[src/rtl/sam_pkg.sv]
// Shared types for the SAM RAM arbiter: FSM states, slot owners, widths and
// the fixed-priority / alternating grant rule.
package sam_pkg;

  localparam int RAM_AW    = 16;
  localparam int REF_ROW_W = 7;

  typedef enum logic [1:0] {ST_IDLE, ST_ISSUE, ST_CAPTURE} state_t;
  typedef enum logic [1:0] {OWN_CPU, OWN_VID, OWN_REF}     owner_t;

  // Refresh always wins; CPU and VID take turns when both ask.
  function automatic owner_t pick_owner(input logic   ref_rq,
                                        input logic   vid_rq,
                                        input logic   cpu_rq,
                                        input owner_t last_vc);
    if (ref_rq)                 return OWN_REF;
    else if (vid_rq && cpu_rq)  return (last_vc == OWN_VID) ? OWN_CPU : OWN_VID;
    else if (vid_rq)            return OWN_VID;
    else                        return OWN_CPU;
  endfunction

endpackage

[src/rtl/sam_refresh_timer.sv]
// DRAM refresh pacing: interval down-counter, sticky pending flag and the
// refresh row counter that advances each time a refresh slot completes.
module sam_refresh_timer
  import sam_pkg::*;
#(
  parameter int REF_INTERVAL = 64
) (
  input  logic                 clk,
  input  logic                 reset,
  input  logic                 ref_done_i,
  output logic                 ref_pending_o,
  output logic [REF_ROW_W-1:0] ref_row_o
);

  localparam int            TW     = $clog2(REF_INTERVAL);
  localparam logic [TW-1:0] RELOAD = TW'(REF_INTERVAL - 1);

  logic [TW-1:0]        timer_q, timer_d;
  logic                 pend_q, pend_d;
  logic [REF_ROW_W-1:0] row_q, row_d;
  logic                 hit;

  always_comb begin
    hit     = (timer_q == '0);
    timer_d = hit ? RELOAD : timer_q - TW'(1);
    // A new interval expiring on the completing slot re-arms the request.
    pend_d  = hit | (pend_q & ~ref_done_i);
    row_d   = ref_done_i ? row_q + 1'b1 : row_q;
  end

  always_ff @(posedge clk or posedge reset) begin
    if (reset) begin
      timer_q <= RELOAD;
      pend_q  <= 1'b0;
      row_q   <= '0;
    end else begin
      timer_q <= timer_d;
      pend_q  <= pend_d;
      row_q   <= row_d;
    end
  end

  assign ref_pending_o = pend_q;
  assign ref_row_o     = row_q;

endmodule

[src/rtl/sam_ram_arbiter.sv]
// Time-slot arbiter sharing the 64Kx8 system RAM between CPU, VDG fetch and
// refresh. Refresh slots exist only when SAM_RAM_REFRESH_EN is defined.
module sam_ram_arbiter
  import sam_pkg::*;
#(
  parameter int REF_INTERVAL   = 64,
  parameter int VID_BASE_SHIFT = 9
) (
  input  logic                 clk,
  input  logic                 reset,
  input  logic                 cpu_req,
  input  logic                 cpu_we,
  input  logic [RAM_AW-1:0]    cpu_addr,
  input  logic [7:0]           cpu_wdata,
  output logic [7:0]           cpu_rdata,
  output logic                 cpu_ack,
  input  logic                 vid_req,
  input  logic                 vid_start,
  input  logic [6:0]           disp_offset,
  output logic [7:0]           vid_data,
  output logic                 vid_valid,
  output logic                 ram_cs,
  output logic                 ram_we,
  output logic                 ram_ref,
  output logic [RAM_AW-1:0]    ram_addr,
  output logic [7:0]           ram_wdata,
  input  logic [7:0]           ram_rdata,
  output logic [REF_ROW_W-1:0] ref_row
);

  state_t               state_q, state_d;
  owner_t               owner_q, owner_d, last_q, last_d, gnt;
  logic [RAM_AW-1:0]    vid_addr_q, vid_addr_d;
  logic [7:0]           cpu_rdata_q, cpu_rdata_d, vid_data_q, vid_data_d;
  logic                 ref_pending;
  logic [REF_ROW_W-1:0] ref_row_w;
  logic                 cap, cpu_rq, vid_rq, ref_rq, any_rq;

  if (REF_INTERVAL < 8) begin : g_interval_check
    $error("sam_ram_arbiter: REF_INTERVAL must be at least 8");
  end

`ifdef SAM_RAM_REFRESH_EN
  logic ref_done;
  assign ref_done = (state_q == ST_CAPTURE) && (owner_q == OWN_REF);

  sam_refresh_timer #(.REF_INTERVAL(REF_INTERVAL)) u_refresh (
    .clk           (clk),
    .reset         (reset),
    .ref_done_i    (ref_done),
    .ref_pending_o (ref_pending),
    .ref_row_o     (ref_row_w)
  );
`else
  assign ref_pending = 1'b0;
  assign ref_row_w   = '0;
`endif

  assign ref_row = ref_row_w;

  // The slot being captured is already served, so its own request is masked.
  assign cap    = (state_q == ST_CAPTURE);
  assign cpu_rq = cpu_req     && !(cap && owner_q == OWN_CPU);
  assign vid_rq = vid_req     && !(cap && owner_q == OWN_VID);
  assign ref_rq = ref_pending && !(cap && owner_q == OWN_REF);
  assign any_rq = cpu_rq | vid_rq | ref_rq;
  assign gnt    = pick_owner(ref_rq, vid_rq, cpu_rq, last_q);

  always_comb begin
    state_d     = state_q;
    owner_d     = owner_q;
    last_d      = last_q;
    vid_addr_d  = vid_addr_q;
    cpu_rdata_d = cpu_rdata_q;
    vid_data_d  = vid_data_q;
    ram_cs      = 1'b0;
    ram_we      = 1'b0;
    ram_ref     = 1'b0;
    ram_addr    = '0;
    ram_wdata   = '0;
    cpu_ack     = 1'b0;
    vid_valid   = 1'b0;
    cpu_rdata   = cpu_rdata_q;
    vid_data    = vid_data_q;

    case (state_q)
      ST_ISSUE: begin
        ram_cs  = 1'b1;
        state_d = ST_CAPTURE;
        case (owner_q)
          OWN_CPU: begin
            ram_we    = cpu_we;
            ram_addr  = cpu_addr;
            ram_wdata = cpu_wdata;
          end
          OWN_VID: ram_addr = vid_addr_q;
          OWN_REF: begin
            ram_ref  = 1'b1;
            ram_addr = RAM_AW'(ref_row_w);
          end
          default: ;
        endcase
      end
      ST_CAPTURE: begin
        case (owner_q)
          OWN_CPU: begin
            cpu_ack = 1'b1;
            if (!cpu_we) begin
              cpu_rdata   = ram_rdata;
              cpu_rdata_d = ram_rdata;
            end
          end
          OWN_VID: begin
            vid_valid  = 1'b1;
            vid_data   = ram_rdata;
            vid_data_d = ram_rdata;
            vid_addr_d = vid_addr_q + 1'b1;
          end
          default: ;
        endcase
      end
      default: ;
    endcase

    if (state_q != ST_ISSUE) begin
      if (any_rq) begin
        state_d = ST_ISSUE;
        owner_d = gnt;
        if (gnt != OWN_REF) last_d = gnt;
      end else begin
        state_d = ST_IDLE;
      end
    end

    if (vid_start) vid_addr_d = RAM_AW'(disp_offset) << VID_BASE_SHIFT;
  end

  always_ff @(posedge clk or posedge reset) begin
    if (reset) begin
      state_q     <= ST_IDLE;
      owner_q     <= OWN_CPU;
      last_q      <= OWN_VID;
      vid_addr_q  <= '0;
      cpu_rdata_q <= '0;
      vid_data_q  <= '0;
    end else begin
      state_q     <= state_d;
      owner_q     <= owner_d;
      last_q      <= last_d;
      vid_addr_q  <= vid_addr_d;
      cpu_rdata_q <= cpu_rdata_d;
      vid_data_q  <= vid_data_d;
    end
  end

endmodule

[config.mk]
export PLATFORM = sky130hd
export DESIGN_NAME = sam_ram_arbiter
export DESIGN_NICKNAME = d
export VERILOG_FILES = /design/src/rtl/sam_pkg.sv /design/src/rtl/sam_refresh_timer.sv /design/src/rtl/sam_ram_arbiter.sv
export SDC_FILE = /design/constraint.sdc
export NUM_CORES = 1
export LEC_CHECK = 0
export CORE_MARGIN = 1.5
export CORE_UTILIZATION = 38
export DETAILED_ROUTE_END_ITERATION = 10
export PLACE_DENSITY = 0.75
export SKIP_LAST_GASP = 1
export SYNTH_ARGS = -nofsm -noshare
export SYNTH_HDL_FRONTEND = slang
export SYNTH_HIERARCHICAL = 1
export SYNTH_SLANG_ARGS = --single-unit
[constraint.sdc]
create_clock -name clk -period 2.4 [get_ports clk]
set_clock_uncertainty 0.2 [all_clocks]
set_input_delay 0.48 -clock clk [delete_from_list [all_inputs] [get_ports clk]]
set_output_delay 0.48 -clock clk [all_outputs]
set_load 0.1 [all_outputs]
==> reports/summary.txt, run 1 <==
Outcome = complete, but fails checks
Failing checks = setup timing
Total track usage = 0.212
DRT Pass-1 Iters = 4
DR WL met2 = 3000 µm
Crit-path max cell delay = 0.41 ns
TritonCTS clock tree = done
First-pass GRT wire length = 9840 µm
Synthesized area = 2060 µm²
Req. time, crit path = 1.72 ns
DR iter-0 viols = 144
# diodes = 0
WL met1 = 2560 µm
Synth Register Bits = 36
Starting Density = 0.397
DRC Markers = 0
Hold Buf Count CTS = 0
Peak fanout along the critical path = 8
Core Util, Final = 0.741
Post-DR wirelength/cell = 15.5 µm
Final worst slack = -0.00743 ns
Capturing point of the worst reg2reg path = vid_addr_q[12]
CTS Buf Count = 5
Syn Inst Count = 208
WP buf/inv = 2
Initial antenna violation count = 0
Syn avg cell area = 9.88 µm²
GP Congestion = 0.743
Bufs on Longest Clock Path = 2
Post-synth top flop = dfrtp_1
Routed Antenna Nets = 0
Cell variety after synth = 42
Setup TNS = -0.0128 ns
Hold wc startpoint = cpu_rdata_q[1]
Dpl ws = -0.117 ns
Total Nets Final = 355
Crit. End Element = output port
Final non-filler cell total = 380
RSZ-0062 raised after global routing = yes
Worst path slowest cell = dfrtp_1
Final wirelength = 5880 µm
DIE WIDTH = 76.6 µm
Layout fillers = 340
Crit path max-delay family = flip-flops
Synth-to-Final Area Change = 86.5%
Crit path launch type = flip-flop
Post-route clock period utilization = 1.00
IO Pins = 97
Vias/cell = 5.18
Max Used Layer = met4
Buffers added on ports = 88
Placed cells = 364
Worst r2r src = owner_q[0]
Die area = 5860 µm²
Worst hold path depth = 1
Hold Path Sink = cpu_rdata_q[1]
Congestion Overflow GR = 0
Final Hold Vio Count = 0
Crit path kind = flip-flop to output port
Crit path time final = 2.41 ns
DR vias = 1969
Clock Tree Root = clkbuf_8
YS warnings = 6
Setup-failing EPs final = 3
Largest net degree at the start of global routing = 37
Post-synthesis sequential area ratio = 0.439
Post-synth EDFFs = 0
Clk sink count = 36
CP cell instances = nand2b_4 -> nor3_4 -> buf_6 -> mux2_4 -> buf_12
Met3 routed WL = 277 µm
Die Ht = 76.6 µm
Flop-to-flop setup slack = 0.37 ns
Max cap viols = 0
Critical path arrival = 1.73 ns
Final HPWL DP = 4260 µm
Fraction of registers with async set/reset = 1.00
Core area = 5170 µm²
Number of global-route vias before repair = 1936
Final Max Slew Viols = 0
Worst skew pair latency = 0.29 ns
Fraction of layout cells with a size suffix above 1 = 0.381
Row count = 26
FMAX = 415 MHz
Hold Crit Class = flip-flop to flip-flop
R2r worst-path depth = 5
Worst-path clk slew = 0.08 ns
Htree depth = 2
-- registers in the layout (all words and copies together), names as in the netlist --
name / flops
vid_addr_q: 16
vid_data_q: 8
last_q: 1
owner_q: 1
state_q: 2
cpu_rdata_q: 8
-- metal layers --
layer	GRT usage	up-vias
li1	-	923
met1	0.277	961
met2	0.369	80
met3	0.0347	5
met4	0.0407	0
met5	0	-
-- stage by stage --
step	area, µm²	hold slack, ns
after floorplan	2230	0.334
after global placement	3610	0.299
after detailed placement	3610	0.303
after CTS	3810	0.321
after global routing	3830	0.335
final	3830	0.316
-- cell families (layout without fill, tap and decap cells) --
logic type / count (synthesis) / in the layout / share of synthesized area
and+or+nand+nor: 80 / 80 / 0.205
muxes: 34 / 34 / 0.175
DFF: 36 / 36 / 0.439
AOI/OAI and AO/OA: 22 / 22 / 0.0706
other: 1 / 8 / 0.00182
buffers and inverters: 24 / 119 / 0.0603
xor gates and xnor gates: 10 / 10 / 0.0426
adders and majority gates: 1 / 1 / 0.00609
-- cell type report --
class,instances,area (µm²),area share
inverters,6,26.3,0.00685
repair inverters,1,7.51,0.00196
repair buffers,104,1460,0.381
clock inverters,2,10.0,0.00261
well taps,70,87.6,0.0228
clock buffers,6,82.6,0.0215
multi-input cells,155,1260,0.328
flip-flops and latches,36,905,0.236
-- worst max path at each step --
stage	startpoint	endpoint	slack, ns	depth (start not counted)
floorplan	owner_q[0]	ram_addr[0]	-0.35	4
global placement	cpu_we	cpu_rdata[1]	-0.1	5
detailed placement	cpu_we	cpu_rdata[6]	-0.12	5
CTS	state_q[0]	cpu_rdata[6]	-0.03	5
global route	state_q[0]	cpu_rdata[6]	-0.06	5
finish	state_q[0]	cpu_rdata[6]	-0.007	5
-- what timing repair did --
action	4_1_cts	5_1_grt
gates cloned	2	0
setup endpoints to repair	25	14
resized for setup	19	5
buffers inserted	6	0
pin swaps	1	2
-- synthesized netlist by cell type (2+ instances only) --
cell | n | area [µm²]
o21ai_0 | 6 | 30.0
nor4_1 | 4 | 25.0
and3_1 | 11 | 68.8
xnor2_1 | 5 | 43.8
inv_1 | 6 | 22.5
mux2i_1 | 18 | 180
nor2_1 | 31 | 116
buf_1 | 2 | 7.51
clkbuf_1 | 5 | 18.8
a31oi_1 | 3 | 18.8
mux2_2 | 16 | 180
nand3_1 | 5 | 25.0
nand2b_1 | 2 | 12.5
buf_2 | 3 | 15.0
xor2_1 | 5 | 43.8
buf_4 | 8 | 60.1
a21oi_1 | 4 | 20.0
dfrtp_1 | 35 | 876
nand2_1 | 11 | 41.3
nor3_2 | 2 | 20.0
nand4_1 | 5 | 31.3
-- layout by cell type (no fill, tap or decap), types with 2 or more instances in the layout --
cell type	netlist	final
nor2_1	31	20
inv_1	6	5
buf_12	0	45
mux2i_1	18	18
nand3_1	5	5
clkinvlp_4	0	2
clkinv_2	0	2
buf_4	8	13
mux2_4	0	16
nand4_1	5	5
dfrtp_1	35	33
nand2b_4	0	2
dfrtp_2	0	2
and3_1	11	3
conb_1	1	8
o21ai_0	6	6
nor4_1	4	4
a31oi_1	3	3
clkbuf_8	0	6
clkdlybuf4s50_1	0	43
a21oi_1	4	4
xor2_1	5	5
nor2_4	0	10
xnor2_1	5	5
nand2_1	11	11
buf_6	0	2
and3_4	0	8
Power of run 1 is left out: the tool's default activity adds up to more than one toggle a clock period on the data nets, which glitch-free logic cannot reach.
==> run 2, diff against run 1 <==
--- a/config.mk
+++ b/config.mk
@@ -6,9 +6,9 @@
 export NUM_CORES = 1
 export LEC_CHECK = 0
 export CORE_MARGIN = 1.5
-export CORE_UTILIZATION = 38
+export CORE_UTILIZATION = 37
 export DETAILED_ROUTE_END_ITERATION = 10
-export PLACE_DENSITY = 0.75
+export PLACE_DENSITY = 0.76
 export SKIP_LAST_GASP = 1
 export SYNTH_ARGS = -nofsm -noshare
 export SYNTH_HDL_FRONTEND = slang
==> constraint.sdc (replaced) <==
create_clock -name clk -period 2.15 [get_ports clk]
set_clock_uncertainty 0.2 [all_clocks]
set_input_delay 0.43 -clock clk [delete_from_list [all_inputs] [get_ports clk]]
set_output_delay 0.43 -clock clk [all_outputs]
set_load 0.1 [all_outputs]
==> run 2 against run 1 <==
  * The run still ends with setup timing left
  * Critical path depth stayed put
  * Global-route usage rose by 1.3 points
  * Cell count up 2.9%
  * Final area grew 5.7%
  * Utilization is 3.3 points higher
  * First-iteration DRC count up 4.9%
  * Worst hold slack worse by 0.057 ns
  * Critical path type unchanged
  * Critical endpoint is now cpu_rdata[1]
==> reports/summary.txt, run 2 (synthesis gave the netlist of run 1 again) <==
# diodes = 0 (unchanged)
Die area = 6010 µm² (+2.6%)
Bufs on Longest Clock Path = 2 (unchanged)
Hold Crit Class = primary input to asynchronous set/reset pin
FMAX = 440 MHz
Htree depth = 2 (unchanged)
Flop-to-flop setup slack = 0.09 ns (-0.28 ns)
Biggest register = vid_addr_q
Core Util, Final = 0.774 (+0.0326)
Crit path kind = flip-flop to output port
DIE WIDTH = 77.5 µm (+1.3%)
Layout fillers = 308 (-9.4%)
Number of global-route vias before repair = 1994 (+3.0%)
Req. time, crit path = 1.52 ns (-0.20 ns)
Final Max Slew Viols = 0 (unchanged)
Routed Antenna Nets = 0 (unchanged)
RSZ-0062 raised after global routing = yes
IO Pins = 97 (unchanged)
DRC Markers = 0 (unchanged)
Failing checks = setup timing
Hold Buf Count CTS = 0 (unchanged)
Buffers added on ports = 88 (unchanged)
Post-route clock period utilization = 1.06
Worst skew pair latency = 0.29 ns (about the same)
Outcome = complete, but fails checks
Post-DR wirelength/cell = 16.8 µm (+8.7%)
Capturing point of the worst reg2reg path = vid_addr_q[13]
Largest net degree at the start of global routing = 22 (-41%)
Fraction of layout cells with a size suffix above 1 = 0.458 (+0.0773)
Final worst slack = -0.125 ns (-0.117 ns)
R2r worst-path depth = 6 (+1)
Synth-to-Final Area Change = 97.2%
Starting Density = 0.392 (-0.00494)
Crit path launch type = flip-flop
Most frequent cells in the layout = 46 x buf_12, 43 x clkdlybuf4s50_1, 33 x dfrtp_1
CTS Buf Count = 5 (unchanged)
Max cap viols = 0 (unchanged)
Row count = 26 (unchanged)
Largest regs = vid_addr_q (16), cpu_rdata_q (8), vid_data_q (8)
Worst-path clk slew = 0.07 ns (about the same)
Clock Tree Root = clkbuf_8
Crit. End Element = output port
Die Ht = 77.5 µm (+1.3%)
DR iter-0 viols = 151 (+4.9%)
Congestion Overflow GR = 0 (unchanged)
TritonCTS clock tree = done
Dpl ws = -0.252 ns (-0.136 ns)
Final Hold Vio Count = 0 (unchanged)
GP Congestion = 0.778 (+4.8%)
Max reg flops = 16 (unchanged)
Initial antenna violation count = 0 (unchanged)
Peak fanout along the critical path = 8 (unchanged)
Critical path arrival = 1.64 ns (-0.09 ns)
Setup-failing EPs final = 22 (+19)
Most common cell after layout, fill and taps aside = buf_12
Clk sink count = 36 (unchanged)
Vias/cell = 5.21 (+0.49%)
Core area = 5240 µm² (+1.3%)
DRT Pass-1 Iters = 4 (unchanged)
Total track usage = 0.225 (+0.0131)
DR vias = 2036 (+3.4%)
Worst r2r src = owner_q[0]
Final wirelength = 6570 µm (+12%)
Crit path time final = 2.27 ns
Final HPWL DP = 4430 µm (+4.0%)
Worst hold margin = 0.258 ns (-0.0574 ns)
First-pass GRT wire length = 10600 µm (+7.4%)
Total Nets Final = 366 (+3.1%)
run 2: cell types whose count changed in the layout (fill, tap and decap cells not counted), moves of 2 or more:
cell | before | now
nor2_2 | 1 | 5
nor2_1 | 20 | 14
clkbuf_1 | 0 | 2
mux2i_4 | 0 | 5
mux2i_1 | 18 | 6
mux2i_2 | 0 | 7
nor2_4 | 10 | 12
clkinv_2 | 2 | 0
clkinvlp_4 | 2 | 4
buf_4 | 13 | 22
run 2: worst max path at each step:
| stage | startpoint | to | slack [ns] | cells after the start |
|---|---|---|---|---|
| floorplan | state_q[1] | ram_addr[0] | -0.10 | 3 |
| global placement | cpu_we | cpu_rdata[3] | -0.25 | 5 |
| detailed placement | cpu_we | cpu_rdata[2] | -0.25 | 5 |
| CTS | state_q[0] | cpu_rdata[2] | -0.19 | 5 |
| global route | state_q[0] | cpu_rdata[3] | -0.20 | 5 |
| finish | state_q[0] | cpu_rdata[1] | -0.12 | 5 |
run 2: what timing repair did:
action,4_1_cts,5_1_grt
gates cloned,1,1
setup buffers,8,3
pin swaps,3,9
resized for setup,35,11
endpoints found under the setup margin,39,38
run 2: cell type report:
class                      count  area [µm²]  area share
timing repair buffer         114        1550       0.383
multi-input combinational    155        1380       0.339
sequential                    36         905       0.223
clock buffer                   8        90.1      0.0222
tap                           70        87.6      0.0216
inverter                       6        30.0     0.00741
timing repair inverter         2        15.0     0.00370
run 2: routing by layer:
metal  up-vias  GRT usage  share of wire
met5         -          0              0
met4         0     0.0600          0.012
met3         9     0.0435          0.049
met2        68      0.383           0.53
met1      1012      0.291           0.41
li1        947          -              -
run 2: metrics by stage:
step | instances | area (µm²) | TNS (ns)
after global placement | 371 | 3700 | -1.97
after floorplan | 215 | 2260 | -1.38
after detailed placement | 371 | 3700 | -1.98
final | 391 | 4050 | -1.88
after global routing | 391 | 4050 | -3.59
after CTS | 387 | 3960 | -2.54
run 2: worst max-delay path, cell delays in order, from the launching register on:
cell and delay, ns:
dfrtp_1 0.39, nand2b_4 0.16, nor3_4 0.12, buf_6 0.18, mux2_4 0.34, buf_12 0.17
Power of run 2 is left out for the same reason.
